===== src/rtl/sprite_banner_reader_if.sv =====
// Scan coordinates in, sprite ROM read port, and banner pixel out to the colour mapper.
// The reader takes the master view; the scan/ROM/mapper environment takes the slave view.
interface sprite_banner_reader_if;
  logic        frame_start;
  logic        show;
  logic [9:0]  DrawX;
  logic [9:0]  DrawY;
  logic [18:0] rom_addr;
  logic [23:0] rom_data;
  logic [23:0] pix_rgb;
  logic        pix_valid;
  logic [1:0]  state;

  modport master (
    input  frame_start, show, DrawX, DrawY, rom_data,
    output rom_addr, pix_rgb, pix_valid, state
  );

  modport slave (
    output frame_start, show, DrawX, DrawY, rom_data,
    input  rom_addr, pix_rgb, pix_valid, state
  );
endinterface


===== src/rtl/sprite_banner_reader.sv =====
// Places a sprite from a registered-output ROM on the scan and blinks it before holding steady.
// Pixel out 3 cycles after its scan coordinate; free-running pipeline, no backpressure or stall.
module sprite_banner_reader #(
  parameter int          SPR_W        = 128,
  parameter int          SPR_H        = 64,
  parameter int          POS_X        = 256,
  parameter int          POS_Y        = 208,
  parameter int          BLINK_FRAMES = 30,
  parameter int          BLINK_COUNT  = 3,
  parameter logic [23:0] KEY_RGB      = 24'hFFFFFF
) (
  input logic                    Clk,
  input logic                    Reset_n,
  sprite_banner_reader_if.master bus
);

  typedef enum logic [1:0] {
    IDLE   = 2'd0,
    ON     = 2'd1,
    OFF    = 2'd2,
    STEADY = 2'd3
  } state_t;

  localparam int FCW = (BLINK_FRAMES > 1) ? $clog2(BLINK_FRAMES) : 1;
  localparam int BCW = (BLINK_COUNT > 1) ? $clog2(BLINK_COUNT) : 1;
  localparam logic [FCW-1:0] FRAME_LAST = FCW'(BLINK_FRAMES - 1);
  localparam logic [BCW-1:0] BLINK_LAST = BCW'(BLINK_COUNT - 1);

  // 11-bit window bounds so POS + SPR never wraps against a 10-bit scan coordinate.
  localparam logic [10:0] X_LO = 11'(POS_X);
  localparam logic [10:0] X_HI = 11'(POS_X + SPR_W);
  localparam logic [10:0] Y_LO = 11'(POS_Y);
  localparam logic [10:0] Y_HI = 11'(POS_Y + SPR_H);
  localparam logic [18:0] W19  = 19'(SPR_W);

  state_t         state_q, state_d;
  logic [FCW-1:0] frame_q, frame_d;
  logic [BCW-1:0] blink_q, blink_d;

  logic [10:0] x11, y11, dx, dy;
  logic        in_win;
  logic        visible;
  logic [18:0] addr_d;

  logic [18:0] rom_addr_q;
  logic        vis1_q, vis2_q;
  logic [23:0] pix_rgb_q;
  logic        pix_valid_q;

  assign x11    = {1'b0, bus.DrawX};
  assign y11    = {1'b0, bus.DrawY};
  assign in_win = (x11 >= X_LO) && (x11 < X_HI) && (y11 >= Y_LO) && (y11 < Y_HI);
  assign dx     = x11 - X_LO;
  assign dy     = y11 - Y_LO;
  assign addr_d = ({8'd0, dy} * W19) + {8'd0, dx};

  assign visible = (state_q == ON) || (state_q == STEADY);

  always_comb begin
    state_d = state_q;
    frame_d = frame_q;
    blink_d = blink_q;
    if (!bus.show) begin
      state_d = IDLE;
      frame_d = '0;
      blink_d = '0;
    end else begin
      case (state_q)
        IDLE: begin
          // The frame_start coinciding with show rising is deliberately not counted.
          state_d = ON;
          frame_d = '0;
          blink_d = '0;
        end
        ON: begin
          if (bus.frame_start) begin
            if (frame_q == FRAME_LAST) begin
              state_d = OFF;
              frame_d = '0;
            end else begin
              frame_d = frame_q + 1'b1;
            end
          end
        end
        OFF: begin
          if (bus.frame_start) begin
            if (frame_q == FRAME_LAST) begin
              frame_d = '0;
              if (blink_q == BLINK_LAST) begin
                state_d = STEADY;
              end else begin
                state_d = ON;
                blink_d = blink_q + 1'b1;
              end
            end else begin
              frame_d = frame_q + 1'b1;
            end
          end
        end
        STEADY:  state_d = STEADY;
        default: state_d = IDLE;
      endcase
    end
  end

  always_ff @(posedge Clk) begin
    if (!Reset_n) begin
      state_q     <= IDLE;
      frame_q     <= '0;
      blink_q     <= '0;
      rom_addr_q  <= '0;
      vis1_q      <= 1'b0;
      vis2_q      <= 1'b0;
      pix_rgb_q   <= '0;
      pix_valid_q <= 1'b0;
    end else begin
      state_q     <= state_d;
      frame_q     <= frame_d;
      blink_q     <= blink_d;
      rom_addr_q  <= in_win ? addr_d : '0;
      vis1_q      <= in_win && visible;
      // rom_data now belongs to the address registered one edge ago, aligned with vis2.
      vis2_q      <= vis1_q;
      pix_valid_q <= vis2_q && (bus.rom_data != KEY_RGB);
      pix_rgb_q   <= vis2_q ? bus.rom_data : '0;
    end
  end

  assign bus.rom_addr  = rom_addr_q;
  assign bus.pix_rgb   = pix_rgb_q;
  assign bus.pix_valid = pix_valid_q;
  assign bus.state     = state_q;

endmodule


===== src/flat_wrapper.sv =====
// flat-port wrapper written by rule: the top's interface ports become plain ports
module sprite_banner_reader_flat 
#(
  parameter int          SPR_W        = 128,
  parameter int          SPR_H        = 64,
  parameter int          POS_X        = 256,
  parameter int          POS_Y        = 208,
  parameter int          BLINK_FRAMES = 30,
  parameter int          BLINK_COUNT  = 3,
  parameter logic [23:0] KEY_RGB      = 24'hFFFFFF
)
  (Clk, Reset_n, bus_frame_start, bus_show, bus_DrawX, bus_DrawY, bus_rom_data, bus_rom_addr, bus_pix_rgb, bus_pix_valid, bus_state);
  sprite_banner_reader_if bus_i ();
  input logic Clk;
  input logic Reset_n;
  input wire logic [$bits(bus_i.frame_start)-1:0] bus_frame_start;
  input wire logic [$bits(bus_i.show)-1:0] bus_show;
  input wire logic [$bits(bus_i.DrawX)-1:0] bus_DrawX;
  input wire logic [$bits(bus_i.DrawY)-1:0] bus_DrawY;
  input wire logic [$bits(bus_i.rom_data)-1:0] bus_rom_data;
  output wire logic [$bits(bus_i.rom_addr)-1:0] bus_rom_addr;
  output wire logic [$bits(bus_i.pix_rgb)-1:0] bus_pix_rgb;
  output wire logic [$bits(bus_i.pix_valid)-1:0] bus_pix_valid;
  output wire logic [$bits(bus_i.state)-1:0] bus_state;
  assign bus_i.frame_start = bus_frame_start;
  assign bus_i.show = bus_show;
  assign bus_i.DrawX = bus_DrawX;
  assign bus_i.DrawY = bus_DrawY;
  assign bus_i.rom_data = bus_rom_data;
  assign bus_rom_addr = bus_i.rom_addr;
  assign bus_pix_rgb = bus_i.pix_rgb;
  assign bus_pix_valid = bus_i.pix_valid;
  assign bus_state = bus_i.state;
  sprite_banner_reader #(.SPR_W(SPR_W), .SPR_H(SPR_H), .POS_X(POS_X), .POS_Y(POS_Y), .BLINK_FRAMES(BLINK_FRAMES), .BLINK_COUNT(BLINK_COUNT), .KEY_RGB(KEY_RGB)) u_core (.Clk(Clk), .Reset_n(Reset_n), .bus(bus_i));
endmodule

===== config.mk =====
export PLATFORM = sky130hd
export DESIGN_NAME = sprite_banner_reader_flat
export DESIGN_NICKNAME = d
export VERILOG_FILES = /design/src/rtl/sprite_banner_reader_if.sv /design/src/rtl/sprite_banner_reader.sv /design/src/flat_wrapper.sv
export SDC_FILE = /design/constraint.sdc
export NUM_CORES = 1
export LEC_CHECK = 0
export BUFFER_PORTS_ARGS = -buffer_cell sky130_fd_sc_hd__buf_2
export CAP_MARGIN = 20
export CORE_MARGIN = 2
export CORE_UTILIZATION = 43
export DETAILED_ROUTE_END_ITERATION = 8
export PLACE_DENSITY = 0.78
export SYNTH_ARGS = -nofsm -noshare
export SYNTH_HDL_FRONTEND = slang
export SYNTH_SLANG_ARGS = --single-unit

===== constraint.sdc =====
create_clock -name Clk -period 1.9 [get_ports Clk]
set_input_delay 0.285 -clock Clk [delete_from_list [all_inputs] [get_ports Clk]]
set_output_delay 0.285 -clock Clk [all_outputs]
set_load 0.01 [all_outputs]

After elaboration in Yosys (flattened, before gate mapping)
Cells that the tools add are included.
W data, S select, Z words.
{"block": "word_totals", "reg_bits": 55, "inputBits": 48, "output_inout_bits": 46, "word_cells": 58}
{"block": "classes", "add_sub_neg": 5, "n_lt_le_gt_ge": 4, "eq_ne": 12, "muxes": 13, "n_reduce_logical": 16}
{"op": "$ne A24 B24 Y1 const B", "count": 1}
{"op": "$lt A10 B9 Y1 const B", "count": 2}
{"op": "$add A18 B11 Y19", "count": 1}
{"op": "$mux W2", "count": 8}
{"op": "$sub A10 B8 Y11 const B", "count": 1}
{"op": "$sub A10 B9 Y11 const B", "count": 1}
{"op": "$ge A10 B8 Y1 const B", "count": 1}
{"op": "$ge A10 B9 Y1 const B", "count": 1}
{"op": "$mux W5", "count": 2}
{"op": "$pmux W5 S2", "count": 1}
{"op": "$ne A2 B2 Y1 const B", "count": 4}
{"op": "$pmux W2 S4", "count": 1}
{"op": "$reduce_and A2 Y1", "count": 4}
{"op": "$reduce_and A4 Y1", "count": 2}
{"op": "$eq A2 B2 Y1 const B", "count": 3}
{"op": "$add A5 B1 Y5 const B", "count": 1}
{"op": "$eq A5 B5 Y1 const B", "count": 1}
{"op": "$logic_and A1 B1 Y1", "count": 5}
{"op": "$ne A2 B1 Y1 const B", "count": 2}
{"op": "$pmux W2 S2", "count": 1}
{"op": "$reduce_bool A2 Y1", "count": 2}
{"op": "$add A2 B1 Y2 const B", "count": 1}
{"op": "$eq A2 B1 Y1 const B", "count": 1}
{"op": "$logic_not A2 Y1", "count": 1}
{"op": "other kinds (2)", "count": 2}

Logic depth before layout (Yosys ltp)
Gate-level depths: netlist of run 1.
{"block": "depth", "depth_word": 5, "mapped_depth": 9, "ltp_nobuf": 9}

Worst setup path before layout of run 1
Ideal clock, no wire load.
{"block": "synth_path", "path_type": "input to register", "startpoint": "in bus_DrawX[8]", "endpoint": "reg u_core.rom_addr_q[15] (netlist: u_core.bus.rom_addr[15])", "setup_time_ns": 0.122, "arrival_ns": 1.865, "required_time_ns": 1.778, "setup_slack_ns": -0.087, "stages": 9, "path_buffers": 0, "path_cell_list": "inv_1 > ha_1 > inv_1 > ha_1 > nor2b_1 > o21ai_0 > a21boi_0 > o31ai_1 > o311a_1"}
{"block": "synth_between", "elab_chain_cells": 5, "elab_cells_between_ends": 8, "cone_classes": "add/sub (2); order compare (2); reduce/logical (4)"}
{"item": "start, declared", "line": "flat_wrapper.sv:18", "text": "input wire logic [$bits(bus_i.DrawX)-1:0] bus_DrawX;"}
{"item": "branches (longest 5 deep; another with $add A18 B11 Y19)"}
{"item": "end signal, assigned", "line": "sprite_banner_reader.sv:120", "text": "rom_addr_q <= in_win ? addr_d : '0;"}
{"item": "end, declared", "line": "sprite_banner_reader.sv:45", "text": "logic [18:0] rom_addr_q;"}
Parallel ways; which one is timed is not known.
A chain may end at the register's enable or synchronous reset.

Worst setup path in the final report of run 1
{"block": "layout_path", "startpoint": "in bus_DrawX[8]", "endpoint": "reg u_core.rom_addr_q[17] (netlist: u_core.bus.rom_addr[17])"}
Same word-level chain as after synthesis.

==> results_dict.tcl, run 1 <==
set metrics [dict create \
    cp_max_fo 2 \
    slew_violations 0 \
    drtPass1Iterations 4 \
    dieArea_sq_mm 0.00595 \
    clock_tree.root_cell "clkbuf_8" \
    finalClockSkew_ns 0.00823 \
    nets 418 \
    clk_pin_slew_worst_paths_ns 0.10 \
    async_flop_share_pct 0 \
    slew-limit-headroom_pct 59.1 \
    ios 94 \
    worst_path_max_delay_cell "o311a_1" \
    setup_viol 0 \
    start_util_pct 44.7 \
    drt_first_iter_violations 78 \
    vias_per_cell 4.96 \
    slowest_delay_ns 0.33 \
    antenna_found_initial 0 \
    numPortBuffers 93 \
    ant_nets 0 \
    fin_crit_sh_pct 91.8 \
    finalHoldViolations 0 \
    pre_cts_ws_ns -0.169 \
    status "finished, final reports clean" \
    dp_cells 415 \
    vdd_drop_max_v 0.000316 \
    holdBufCountCts 0 \
    insertion_delay_ns 0.30 \
    cp-end-kind "register" \
    fp.dieW_um 77.1 \
    die_h_um 77.1 \
    ctsResizeCount 0 \
    fp-row-count 26 \
    layoutNonFillerInstCount 423 \
    htreeDepth 2 \
    syn-num-nets 303 \
    grt_pass1_vias 1935 \
    grt_setup_unrepaired "no" \
    drc 0 \
    coreArea_sq_mm 0.00514 \
    drt_wl_total_um 4950 \
    multi_input_area_sq_mm 0.00111 \
    synth_top_family_by_area "simple AND/OR/NAND/NOR gates" \
    synth_compound_area_share_pct 11.1 \
    syn_area_sq_mm 0.00230 \
    hold_path.class "in2reg" \
    ys_seq_area_share_pct 47.9 \
    synthMuxAreaShare_pct 0.435 \
    num_vias 2098 \
    synth_edf_count 0 \
    crit_path_start_kind "primary input" \
    clock-sinks 55 \
    worst_slack_ns 0.157 \
    cp.arrival_ns 1.94 \
    crit_chain "buf_2 -> inv_1 -> ha_1 -> inv_1 -> ha_1 -> nor2b_1 -> o21ai_0 -> a21boi_1 -> o31ai_1 -> o311a_1" \
    final_common_cell "buf_2" \
    post_cts_buffers 0 \
    required_ns 2.09 \
    avgSynthCellArea_sq_um 9.70 \
    ys_types 43 \
    area_delta_synth_final_pct 34.0 \
    n_antenna_cell 0 \
    drive_gt1_share_pct 36.0 \
    gp_congestion 0.838 \
    grt_pass1_wl_um 8320 \
    synth_fa_ha_area_share_pct 10.1 \
    grt-ovfl-total 0 \
    clock_path_buffers 2 \
    leakagePower_nw 1.60 \
    synthXorXnorAreaFrac_pct 2.29 \
    numCtsBuffers 5 \
    min_period_ns 1.74 \
    final_core_util_pct 59.9 \
    crit_type "in2reg" \
    max_freq_mhz 574 \
    final_cell_mix "buf_2 (93), dfxtp_1 (55), and3_1 (24), buf_4 (22), nor2_1 (20)" \
    synthSimpleGateAreaFrac_pct 24.2 \
    cap_violations 0 \
    track_usage_pct 17.2 \
    synthCells 237 \
    regArea_sq_mm 0.00110 \
    power_density_mw_per_mm2 679 \
    synth_top_flop_cell "dfxtp_1" \
    detailed_place_hpwl_um 4000 \
    grt_max_degree 28 \
    cts_tree "done" \
    worst_slew_pin_slew_ns 0.612 \
    synth_seq_cells 55 \
    yosys_warnings 0 \
    fillers 496 \
    wl_per_cell_um 11.7 \
]
## critical path, delay by kind of cell
| kind | cells | cell delay [ns] |
|---|---|---|
| compound gates | 4 | 0.76 |
| fa+ha+maj | 2 | 0.55 |
| simple gates | 1 | 0.16 |
| buf+inv | 3 | 0.18 |
## cell usage after synthesis (2+ instances only)
| cell type | number | area [sq um] |
|---|---|---|
| a211oi_1 | 3 | 22.5 |
| nand4_1 | 8 | 50.1 |
| o311a_1 | 3 | 30.0 |
| nand2b_1 | 2 | 12.5 |
| xnor2_1 | 2 | 17.5 |
| nand2_1 | 5 | 18.8 |
| a21oi_1 | 13 | 65.1 |
| o21ai_0 | 7 | 35.0 |
| ha_1 | 17 | 213 |
| clkbuf_1 | 5 | 18.8 |
| or3_1 | 2 | 12.5 |
| nor2_1 | 20 | 75.1 |
| nand3_1 | 7 | 35.0 |
| o22ai_1 | 2 | 12.5 |
| and3_1 | 24 | 150 |
| a21boi_0 | 3 | 22.5 |
| xor2_1 | 4 | 35.0 |
| inv_1 | 15 | 56.3 |
| nor3_1 | 4 | 20.0 |
| nor2b_1 | 6 | 37.5 |
| dfxtp_1 | 55 | 1100 |
| and2_1 | 9 | 56.3 |
## sequential cells by signal, indices dropped and copies added, names as in the netlist
register              cells
u_core.frame_q            5
u_core.bus.state          2
u_core.vis1_q             1
u_core.bus.pix_rgb       24
u_core.vis2_q             1
u_core.bus.rom_addr      19
u_core.bus.pix_valid      1
u_core.blink_q            2
## metal layers
layer | vias up | track usage [%] | part of all wire [%]
li1 | 1065 | - | -
met1 | 940 | 19.8 | 43
met2 | 83 | 31.0 | 48
met3 | 10 | 3.88 | 6.8
met4 | 0 | 6.43 | 2.0
met5 | - | 0 | 0
## metrics by stage
| stage | area, sq um | hold slack [ns] | TNS (ns) | total power [mW] |
|---|---|---|---|---|
| 6_report | 3080 | 0.193 | 0 | 2.09 |
| 5_1_grt | 3080 | 0.188 | 0 | 2.21 |
| 4_1_cts | 3080 | 0.183 | 0 | 2.12 |
| 3_5_place_dp | 2980 | 0.423 | -0.570 | 1.46 |
| 3_3_place_gp | 2980 | 0.421 | -0.320 | 1.46 |
| 2_1_floorplan | 2300 | 0.407 | 0 | 1.32 |
## power by group
group | leakage (nW) | total [mW] | switching, mW | internal [mW]
sequential | 0.443 | 1.16 | 0.00379 | 1.16
combinational | 1.10 | 0.273 | 0.144 | 0.129
clock | 0.0502 | 0.654 | 0.380 | 0.273
total | 1.60 | 2.09 | 0.528 | 1.56
## final timing paths
check                                                      start                                  to  slack (ns)  cells after the start
worst max-delay path                                bus_DrawX[8]  u_core.bus.rom_addr[17]$_SDFF_PN0_        0.16                     10
worst min-delay path                                bus_DrawX[5]   u_core.bus.rom_addr[5]$_SDFF_PN0_        0.19                      2
worst max register to register  u_core.bus.state[1]$_SDFFE_PN0P_      u_core.frame_q[3]$_SDFFE_PN0P_        0.23                      5
worst min register to register          u_core.vis1_q$_SDFF_PN0_            u_core.vis2_q$_SDFF_PN0_        0.44                      1
## cell families after synthesis
family | count (synthesis)
and+or+nand+nor | 97
DFF | 55
AOI/OAI and AO/OA | 38
buffers and inverters | 22
adders and majority gates | 18
xor gates and xnor gates | 6
muxes | 1
## area by class of cell
type | instances | share of cell area (%)
multi-input cells | 160 | 35.9
clock inverters | 3 | 0.935
repair buffers | 115 | 20.5
inverters | 15 | 1.83
clock buffers | 5 | 2.23
well taps | 70 | 2.84
flip-flops and latches | 55 | 35.8
No activity file was read; power rests on OpenSTA's default activity.
==> inputs of run 2 (changes only) <==
- CELL_PAD_IN_SITES_DETAIL_PLACEMENT: default -> 1
- CELL_PAD_IN_SITES_GLOBAL_PLACEMENT: default -> 2
- CORE_UTILIZATION: 43 -> 30
- PLACE_DENSITY: 0.78 -> 0.88
- clock period: 1.9 -> 2.04 ns (I/O delays scaled with it)
==> run 2 against run 1 <==
  * Clock power decreased by 7.2%
  * Total power fell by 7.2%
  * Non-clock buffer count decreased by 7
  * Via count down 2.8%
  * Worst setup slack better by 0.060 ns
  * Combinational power fell by 9.5%
  * Die area rose by 41%
  * Count of clock-buffer cells in the layout is the same
  * Clock skew down 0.0012 ns
  * Critical path type unchanged
==> results_dict.tcl, run 2 (same netlist as run 1, synthesis figures left out) <==
set metrics [dict create \
    status "finished, final reports clean" \
    clock-sinks 55 \
    final_core_util_pct 41.7 \
    grt_pass1_vias 2077 \
    final_cell_mix "buf_2 (93), dfxtp_1 (55), and3_1 (24), nor2_1 (20), ha_1 (17)" \
    gp_congestion 0.752 \
    numCtsBuffers 5 \
    final_common_cell "buf_2" \
    wl_met3_um 245 \
    start_util_pct 31.4 \
    ios 94 \
    m1WireLength_um 2560 \
    drt_wl_total_um 6100 \
    leakagePower_nw 1.56 \
    power_mw 1.94 \
    grt-ovfl-total 0 \
    n_antenna_cell 0 \
    fp-row-count 31 \
    die_h_um 91.5 \
    vdd_drop_max_v 0.000255 \
    max_freq_mhz 549 \
    fp.dieW_um 91.5 \
    setup_viol 0 \
    slew-limit-headroom_pct 53.3 \
    crit_type "in2reg" \
    num_vias 2040 \
    finalClockSkew_ns 0.00703 \
    fillers 886 \
    post_cts_buffers 0 \
    ant_nets 0 \
    vias_per_cell 4.58 \
    antenna_found_initial 0 \
    clk_pin_slew_worst_paths_ns 0.10 \
    detailed_place_hpwl_um 5030 \
    slew_violations 0 \
    worst_slack_ns 0.217 \
    track_usage_pct 14.7 \
    area_delta_synth_final_pct 33.1 \
    drc 0 \
    largest_reg_flops 24 \
    grt_setup_unrepaired "no" \
    htreeDepth 2 \
    drive_gt1_share_pct 35.0 \
    layoutNonFillerInstCount 445 \
    dieArea_sq_mm 0.00838 \
    fin_crit_sh_pct 89.4 \
    met2_wirelength_um 3200 \
    grt_pass1_wl_um 9910 \
    grt_max_degree 28 \
    required_ns 2.23 \
    cp-end-kind "register" \
    top_layer "met4" \
    coreArea_sq_mm 0.00733 \
    min_period_ns 1.82 \
    tns_ns 0 \
    crit_path_start_kind "primary input" \
    pre_cts_ws_ns -0.264 \
    cp.arrival_ns 2.02 \
    drtPass1Iterations 4 \
    dp_cells 437 \
    cp_max_fo 2 \
    finalHoldViolations 0 \
    power_density_mw_per_mm2 634 \
    cts_tree "done" \
    hold_path.class "in2reg" \
    wl_per_cell_um 13.7 \
    worst_slew_pin_slew_ns 0.700 \
    clock_path_buffers 2 \
    nets 411 \
    insertion_delay_ns 0.30 \
    drt_first_iter_violations 42 \
    clock_tree.root_cell "clkbuf_8" \
    cap_violations 0 \
    numPortBuffers 93 \
]
## run 2: cell types whose count changed in the layout (fill, tap and decap cells not counted), sizes merged
cell  change
buf       -7
## run 2: final cells by class
type	instances	area [sq um]	area share, %
clock buffer	5	68.8	2.25
clock inverter	3	22.5	0.736
timing repair buffer	108	578	18.9
inverter	15	56.3	1.84
tap	99	124	4.05
sequential	55	1100	36.0
multi-input combinational	160	1110	36.2
## run 2: path summary, 6_finish.rpt
kind	start	to	slack, ns	cells past startpoint
max	bus_DrawY[0]	u_core.bus.rom_addr[17]$_SDFF_PN0_	0.22	9
min	bus_DrawX[3]	u_core.bus.rom_addr[3]$_SDFF_PN0_	0.22	2
max reg2reg	u_core.bus.state[0]$_SDFFE_PN0P_	u_core.frame_q[4]$_SDFFE_PN0P_	0.28	5
min reg2reg	u_core.vis1_q$_SDFF_PN0_	u_core.vis2_q$_SDFF_PN0_	0.45	1
## run 2: report_power, final
part	total [mW]	internal [mW]	switching [mW]
Sequential	1.09	1.08	0.00613
Clock	0.607	0.247	0.360
Combinational	0.247	0.114	0.133
Total	1.94	1.44	0.499
## run 2: stage by stage
step | hold slack [ns] | cell area [sq um]
detailed placement | 0.422 | 2970
CTS | 0.204 | 3060
floorplan | 0.412 | 2300
global placement | 0.423 | 2970
global route | 0.204 | 3060
finish | 0.216 | 3060
## run 2: timing repair
action                     in CTS  in global routing
hold buffers                    0                  0
setup endpoints to repair       0                  2
gates resized for setup         0                  2
## run 2: worst max-delay path, stage by stage
cell,delay (ns)
buf_2,0.09
ha_1,0.18
inv_1,0.06
fa_1,0.40
nor2b_2,0.15
o21ai_0,0.11
a21boi_1,0.22
o31ai_1,0.14
o311a_1,0.35
## run 2: routing by layer
metal | track usage [%] | vias to the layer above
li1 | - | 1047
met1 | 17.4 | 944
met2 | 26.4 | 41
met3 | 2.49 | 8
met4 | 5.18 | 0
met5 | 0 | -
==> inputs of run 3 (changes only) <==
- ABC_AREA: default -> 1
- CORE_UTILIZATION: 30 -> 28
- PLACE_DENSITY: 0.88 -> 0.86
==> run 3 against run 2 <==
  * Sequential share of layout area fell by 1.2 points
  * Total power rose by 6.0%
  * Combinational power rose by 4%
  * Sequential cell count did not move
==> results_dict.tcl, run 3 <==
set metrics [dict create \
    status "finished, final reports clean" \
    area_delta_synth_final_pct 27.4 \
    wl_per_cell_um 11.8 \
    syn-num-nets 387 \
    n_antenna_cell 0 \
    drtPass1Iterations 4 \
    ctsResizeCount 0 \
    comb_power_share_pct 12.4 \
    num_vias 2243 \
    drc 0 \
    holdBufCountCts 0 \
    drt_wl_total_um 6200 \
    nets 484 \
    finalHoldViolations 0 \
    async_flop_share_pct 0 \
    ant_nets 0 \
    tns_ns 0 \
    fp-row-count 34 \
    grt_pass1_wl_um 10700 \
    synth_top_area_share_pct 44.3 \
    synth_top_flop_cell "dfxtp_1" \
    coreArea_sq_mm 0.00868 \
    ios 94 \
    slew-limit-headroom_pct 46.1 \
    regArea_sq_mm 0.00110 \
    crit_path_start_kind "register" \
    clock_tree.root_cell "clkbuf_8" \
    finalClockSkew_ns 0.00810 \
    hold_path.class "in2reg" \
    clock-sinks 55 \
    vias_per_cell 4.26 \
    cp_max_fo 6 \
    post_cts_buffers 0 \
    fillers 1107 \
    yosys_warnings 0 \
    slew_violations 0 \
    grt_pass1_vias 2319 \
    ys_seq_area_share_pct 44.3 \
    dieArea_sq_mm 0.00964 \
    final_cell_mix "buf_2 (93), inv_1 (66), dfxtp_1 (55), nand2_1 (50), nor2_1 (50)" \
    htreeDepth 2 \
    antenna_found_initial 0 \
    gp_congestion 0.766 \
    insertion_delay_ns 0.30 \
    sw_frac_of_total_pct 25.0 \
    worst_slew_pin_slew_ns 0.807 \
    synth_edf_count 0 \
    vdd_drop_max_v 0.000269 \
    track_usage_pct 13.6 \
    yosys.area.top_type "dfxtp_1" \
    yosysMostFrequentCell "inv_1" \
    clkPwrFrac_pct 34.7 \
    numCtsBuffers 5 \
    cap_violations 0 \
    start_util_pct 28.6 \
    cp.arrival_ns 1.98 \
    largest_reg_flops 24 \
    drive_gt1_share_pct 29.7 \
    grt_setup_unrepaired "no" \
    cts_tree "done" \
    p_int_mw 1.54 \
    detailed_place_hpwl_um 5180 \
    power_density_mw_per_mm2 650 \
    grt-ovfl-total 0 \
    netSwitchingPower_uw 515 \
    ys_top_cells_by_count "inv_1 (66), dfxtp_1 (55), nand2_1 (50), nor2_1 (50), a21oi_1 (21)" \
    avgSynthCellArea_sq_um 7.74 \
    die_h_um 98.2 \
    crit_type "reg2reg" \
    numPortBuffers 93 \
    multi_input_area_sq_mm 0.00110 \
    cp-end-kind "register" \
    synth_area_leaders "dfxtp_1 (44%), inv_1 (10%), ha_1 (8.6%)" \
    synthCells 321 \
    required_ns 2.28 \
    ys_types 30 \
    syn_area_sq_mm 0.00248 \
    final_core_util_pct 36.4 \
    grt_max_degree 26 \
    final_common_cell "buf_2" \
    min_period_ns 1.74 \
    setup_viol 0 \
    drt_first_iter_violations 48 \
    sequentialPowerShare_pct 52.9 \
    leakagePower_nw 1.70 \
    clk_pin_slew_worst_paths_ns 0.10 \
    max_freq_mhz 576 \
    clock_path_buffers 2 \
    power_mw 2.06 \
    fp.dieW_um 98.2 \
    synth_seq_cells 55 \
    fin_crit_sh_pct 85.1 \
]
## run 3: cell types whose count changed in the layout (fill, tap and decap cells not counted), sizes merged, moves of 4 or more
| cell | delta |
|---|---|
| buf | -15 |
| nand2 | +49 |
| inv | +51 |
| a21oi | +9 |
| or2 | +4 |
| and2 | -9 |
| nor2 | +42 |
| nand3 | +6 |
| and3 | -24 |
| nor2b | -6 |
## run 3: logic make-up (layout without fill, tap and decap cells)
kind of cell               after synthesis  after routing  synth area share [%]
and+or+nand+nor                        145            145                  27.3
buffers and inverters                   70            167                  11.2
DFF                                     55             55                  44.3
AOI/OAI and AO/OA                       28             28                  6.00
adders and majority gates               18             18                  9.37
xor gates and xnor gates                 4              4                  1.41
muxes                                    1              1                 0.403
## run 3: final cells by class
cell class / count / share of cell area (%)
clock buffer: 5 / 2.18
clock inverter: 2 / 1.19
inverter: 67 / 7.95
multi-input combinational: 196 / 34.9
sequential: 55 / 34.8
tap: 108 / 4.27
timing repair buffer: 93 / 14.7
## run 3: critical path, stage by stage (launching register included)
cell and delay (ns):
dfxtp_1 0.46, inv_1 0.12, ha_1 0.33, nand2_1 0.06, nor2_1 0.20, inv_1 0.10, or2_2 0.28, a21oi_1 0.12
## run 3: path summary, 6_finish.rpt
path                                                       start  slack [ns]  cells past startpoint                           endpoint
worst max register to register  u_core.bus.state[1]$_SDFFE_PN0P_        0.30                      7     u_core.frame_q[1]$_SDFFE_PN0P_
worst max-delay path            u_core.bus.state[1]$_SDFFE_PN0P_        0.30                      7     u_core.frame_q[1]$_SDFFE_PN0P_
worst min register to register          u_core.vis1_q$_SDFF_PN0_        0.42                      2           u_core.vis2_q$_SDFF_PN0_
worst min-delay path                            bus_rom_data[23]        0.22                      3  u_core.bus.pix_rgb[23]$_SDFF_PN0_
## run 3: power groups by stage
stage          Clock [mW]  Sequential (mW)  Combinational [mW]
3_3_place_gp            0             1.11               0.255
3_5_place_dp            0             1.11               0.261
2_1_floorplan           0             1.12               0.149
6_report            0.713             1.09               0.256
5_1_grt             0.796             1.09               0.299
4_1_cts             0.743             1.09               0.262
## run 3: routing by layer
layer	track usage (%)	part of all wire, %	up-vias
met5	0	0	-
met4	3.48	1.0	0
met3	3.15	6.9	5
met2	23.6	47	77
met1	16.9	45	1000
li1	-	-	1161
## run 3: per-stage QoR
step	hold slack (ns)	instance area [sq um]	cells	setup slack [ns]
floorplan	0.390	2480	321	0.323
global placement	0.392	3060	519	0.113
detailed placement	0.400	3060	519	0.0226
CTS	0.212	3160	526	0.309
global route	0.209	3160	526	0.0828
finish	0.224	3160	526	0.304
